### src/rtl/fu_alu_arbiter.sv
// Round-robin sharing of one combinational ALU among NREQ requesters; 1-cycle accept-to-response latency.
// A stalled response register (resp_valid & !resp_ready) blocks all grants and freezes the pointer.
module fu_alu_arbiter #(
  parameter int NREQ    = 4,
  parameter int ALUOP_W = 4,
  parameter int WORD_W  = 32,
  parameter int ID_W    = 2
) (
  input  logic                    CLK,
  input  logic                    nRST,
  input  logic [NREQ-1:0]         req_valid,
  output logic [NREQ-1:0]         req_ready,
  input  logic [NREQ*ALUOP_W-1:0] req_aluop,
  input  logic [NREQ*WORD_W-1:0]  req_port_a,
  input  logic [NREQ*WORD_W-1:0]  req_port_b,
  output logic [ALUOP_W-1:0]      alu_aluop,
  output logic [WORD_W-1:0]       alu_port_a,
  output logic [WORD_W-1:0]       alu_port_b,
  output logic                    alu_enable,
  input  logic [WORD_W-1:0]       alu_port_output,
  input  logic                    alu_negative,
  input  logic                    alu_overflow,
  input  logic                    alu_zero,
  output logic                    resp_valid,
  input  logic                    resp_ready,
  output logic [ID_W-1:0]         resp_id,
  output logic [WORD_W-1:0]       resp_result,
  output logic                    resp_negative,
  output logic                    resp_overflow,
  output logic                    resp_zero
);

  logic [ID_W-1:0]   r_rr_ptr;
  logic              r_resp_valid;
  logic [ID_W-1:0]   r_resp_id;
  logic [WORD_W-1:0] r_resp_result;
  logic              r_resp_negative;
  logic              r_resp_overflow;
  logic              r_resp_zero;

  logic              w_can_issue;
  logic              w_gnt_vld;
  logic [ID_W-1:0]   w_gnt_idx;
  logic [ID_W-1:0]   w_next_ptr;
  int                w_idx;

  // Reset gates issue so nothing is granted on a reset edge.
  assign w_can_issue = nRST && (!r_resp_valid || resp_ready);

  // Scan from the farthest offset down so the entry nearest rr_ptr wins.
  always_comb begin
    w_gnt_vld = 1'b0;
    w_gnt_idx = '0;
    w_idx     = 0;
    if (w_can_issue) begin
      for (int k = NREQ - 1; k >= 0; k--) begin
        w_idx = (int'(r_rr_ptr) + k) % NREQ;
        if (req_valid[ID_W'(w_idx)]) begin
          w_gnt_vld = 1'b1;
          w_gnt_idx = ID_W'(w_idx);
        end
      end
    end
  end

  always_comb begin
    req_ready  = '0;
    alu_aluop  = '0;
    alu_port_a = '0;
    alu_port_b = '0;
    alu_enable = w_gnt_vld;
    for (int i = 0; i < NREQ; i++) begin
      if (w_gnt_vld && (w_gnt_idx == ID_W'(i))) begin
        req_ready[i] = 1'b1;
        alu_aluop    = req_aluop[i*ALUOP_W +: ALUOP_W];
        alu_port_a   = req_port_a[i*WORD_W +: WORD_W];
        alu_port_b   = req_port_b[i*WORD_W +: WORD_W];
      end
    end
  end

  assign w_next_ptr = (w_gnt_idx == ID_W'(NREQ - 1)) ? '0 : w_gnt_idx + 1'b1;

  always_ff @(posedge CLK) begin
    if (!nRST) begin
      r_rr_ptr        <= '0;
      r_resp_valid    <= 1'b0;
      r_resp_id       <= '0;
      r_resp_result   <= '0;
      r_resp_negative <= 1'b0;
      r_resp_overflow <= 1'b0;
      r_resp_zero     <= 1'b0;
    end else if (w_gnt_vld) begin
      r_rr_ptr        <= w_next_ptr;
      r_resp_valid    <= 1'b1;
      r_resp_id       <= w_gnt_idx;
      r_resp_result   <= alu_port_output;
      r_resp_negative <= alu_negative;
      r_resp_overflow <= alu_overflow;
      r_resp_zero     <= alu_zero;
    end else if (resp_ready) begin
      r_resp_valid    <= 1'b0;
    end
  end

  assign resp_valid    = r_resp_valid;
  assign resp_id       = r_resp_id;
  assign resp_result   = r_resp_result;
  assign resp_negative = r_resp_negative;
  assign resp_overflow = r_resp_overflow;
  assign resp_zero     = r_resp_zero;

endmodule

### config.mk
export PLATFORM = sky130hd
export DESIGN_NAME = fu_alu_arbiter
export DESIGN_NICKNAME = d
export VERILOG_FILES = /design/src/rtl/fu_alu_arbiter.sv
export SDC_FILE = /design/constraint.sdc
export NUM_CORES = 1
export LEC_CHECK = 0
export ABC_AREA = 1
export CORE_AREA = 10 10 158 160
export CTS_CLUSTER_SIZE = 14
export DETAILED_ROUTE_END_ITERATION = 16
export DIE_AREA = 0 0 168 170
export GPL_TIMING_DRIVEN = 0
export PLACE_DENSITY = 0.65
export SLEW_MARGIN = 0
export SYNTH_ARGS = -nofsm -noshare
export SYNTH_HDL_FRONTEND = slang
export SYNTH_SLANG_ARGS = --single-unit
### constraint.sdc
create_clock -name CLK -period 4.35 [get_ports CLK]
set_input_delay 0.435 -clock CLK [delete_from_list [all_inputs] [get_ports CLK]]
set_output_delay 0.435 -clock CLK [all_outputs]
set_load 0.01 [all_outputs]
==> metrics.cfg <==
[status]
status = finished, final reports clean

[synth]
synth_warnings = 0
netlist_instances = 1149
yosysSeqAreaShare_pct = 13.71
mappedNetlistArea_um2 = 5842
ys_ff_latch = 40
avgSynthCellArea_um2 = 5.084
synth_nets = 1467
ys_types = 24

[critical_path]
worstPathArrival_ns = 3.71
crit_required_ns = 3.91
path_class = in -> out
critPathLaunchType = input port
cpPeakStageDelay_ns = 0.53
crit_chain = clkdlybuf4s50_1 > inv_1 > nor2_2 > buf_6 > buf_6 > buf_4 > nand3_2 > inv_1 > ha_1 > buf_4 > buf_2 > nor2_1 > nand4_1 > nand3_1 > nand2_1 > nand2_1 > clkdlybuf4s50_1
slowest_stage = clkdlybuf4s50_1
r2r_slack_ns = 2.28
crit_path_end_kind = output port
cp_max_fo = 10

[place]
hpwl_mm = 28.08
pre_cts_ws_ns = -1.084
io_buffers = 424
place_congestion = 0.9034

[cells_and_area]
drive_above_1_share_pct = 7.211
fillers = 2321
multi_input_area_um2 = 3712
fin_nets = 1899
finish.utilization_pct = 49.41
syn_to_final_growth_pct = 83.42
final-seq-area_um2 = 800.8

[routing]
drt-vias-per-instance = 4.798
firstDrtPassIters = 5
wl_per_cell_um = 18.29
drt_iter0_markers = 759
drt_wl_total_mm = 34.06
num_vias = 8933
drcViolationCount = 0
ant_nets = 0

[cts]
clk_pin_slew_ns = 0.06
root_buffer = clkbuf_16
cts.sinks = 40
cts_tree = yes
htree_levels = 2
clock_latency_ns = 0.28
cts_max_path_buffers = 2
numCtsBuffers = 5

[grt]
overflow = 0
grt_pass1_vias = 8432
grt_max_degree = 12
grt_pass1_wl_mm = 49.81
antenna_found_initial = 1
grtUsageTotal_pct = 21.78

[floorplanning]
ios = 425
start_util_pct = 26.94
core-area_um2 = 21690
die_w_um = 168
die_area_um2 = 28560
rows = 54
die_y_um = 170

[timing]
report.final.slew_viol_count = 0
layout_min_cycle_time_ns = 4.147
hold_viol_final = 0
max_slew_margin_pct = 57.94
rsz0062_at_grt = yes
hold_ws_ns = 0.4617
setup_viol = 0
worst_pin_slew_ns = 0.6309
setup_ws_ns = 0.2031
max_freq_ghz = 0.2411
fin_skew_ns = 0.004839
fin_crit_sh_pct = 95.33

[pwr]
power_mw = 4.768
ir_drop_v = 0.0002981
p_per_area_nw_per_um2 = 445.0
leakagePower_nw = 5.475

[flow_run]
drv_cap = 0

[min_path]
hp-class = reg -> reg

==> logic make-up (layout without fill, tap and decap cells) <==
group           after synthesis  count (layout)  synth area share, %
compound gates               11              11                1.178
fa+ha+maj                     4               4               0.8567
buf+inv                     330             762                23.35
flops                        40              40                13.71
other cells                   0               1                    0
simple gates                764             764                60.91
==> Yosys cell counts (all sizes together) <==
cell / number / area, µm²
nand2: 377 / 1438
o21ai: 6 / 30.03
a21boi: 1 / 7.510
ha: 4 / 50.05
nand3: 107 / 540.5
clkbuf: 44 / 165.2
clkinv: 1 / 3.750
dfxtp: 40 / 800.8
nor2: 76 / 304.0
buf: 66 / 370.4
a21oi: 4 / 31.28
inv: 219 / 824.5
nand4: 204 / 1276
==> sequential cells by signal (all words and copies together) (netlist names) <==
| register | flops |
|---|---|
| resp_overflow | 1 |
| resp_negative | 1 |
| r_rr_ptr | 2 |
| resp_id | 2 |
| resp_result | 32 |
| resp_valid | 1 |
| resp_zero | 1 |
==> through the flow <==
stage                TNS, ns  cells  instance area, µm²
CTS                        0   1858               10650
global placement      -55.48   1853               10440
detailed placement    -59.38   1853               10440
finish                     0   1862               10720
floorplan                  0   1149                5842
global route        -0.08472   1862               10720
==> routing by layer <==
layer / share of wire (%) / global-route usage, % / vias up / routed length [µm]
li1: - / - / 4534 / -
met1: 40 / 25.80 / 4004 / 13560
met2: 50 / 38.47 / 371 / 16900
met3: 9.2 / 6.565 / 24 / 3142
met4: 1.3 / 3.482 / 0 / 459
met5: 0 / 0 / - / 0
==> cell usage in the layout, fill, tap and decap left out, types with 4 or more instances in the layout <==
| cell type | instances |
|---|---|
| buf_2 | 50 |
| inv_2 | 11 |
| buf_1 | 7 |
| clkdlybuf4s50_1 | 424 |
| dfxtp_1 | 40 |
| nor2_1 | 73 |
| clkbuf_4 | 7 |
| nand3_1 | 104 |
| clkbuf_16 | 5 |
| clkbuf_1 | 24 |
| buf_6 | 9 |
| nand2_1 | 372 |
| buf_4 | 9 |
| o21ai_0 | 6 |
| nand4_1 | 204 |
| inv_1 | 206 |
| clkbuf_2 | 4 |
==> path summary, 6_finish.rpt <==
check        cells past startpoint                          from                           end
max                             17                          nRST                 alu_port_b[5]
min                              2  resp_result[25]$_SDFFE_PN0P_  resp_result[25]$_SDFFE_PN0P_
max reg2reg                     12      r_rr_ptr[0]$_SDFFE_PN0P_      r_rr_ptr[1]$_SDFFE_PN0P_
min reg2reg                      2  resp_result[25]$_SDFFE_PN0P_  resp_result[25]$_SDFFE_PN0P_
==> power by group <==
group	internal (mW)	switching [mW]
clock	0.208	0.140
combinational	1.69	2.21
sequential	0.467	0.0497
==> final cells by class <==
class,count,area share [%]
Timing Repair Buffer,427,39.93
Multi-Input combinational cell,779,34.64
Inverter,220,7.777
Sequential cell,40,7.473
Buffer,108,5.628
Tap cell,280,3.269
Clock buffer,6,1.203
Clock inverter,1,0.04671
Antenna cell,1,0.02335
==> worst max-delay path: cells and delay by family <==
kind / cells / cell delay [ns]
buf+inv: 9 / 2.32
simple gates: 7 / 0.77
fa+ha+maj: 1 / 0.18
==> repair_timing <==
action	CTS	global route
setup endpoints to repair	72	68
buffers inserted	0	3
gates resized for setup	38	23
hold buffers	0	0
Note: power is estimated with default switching activity, not from simulation.
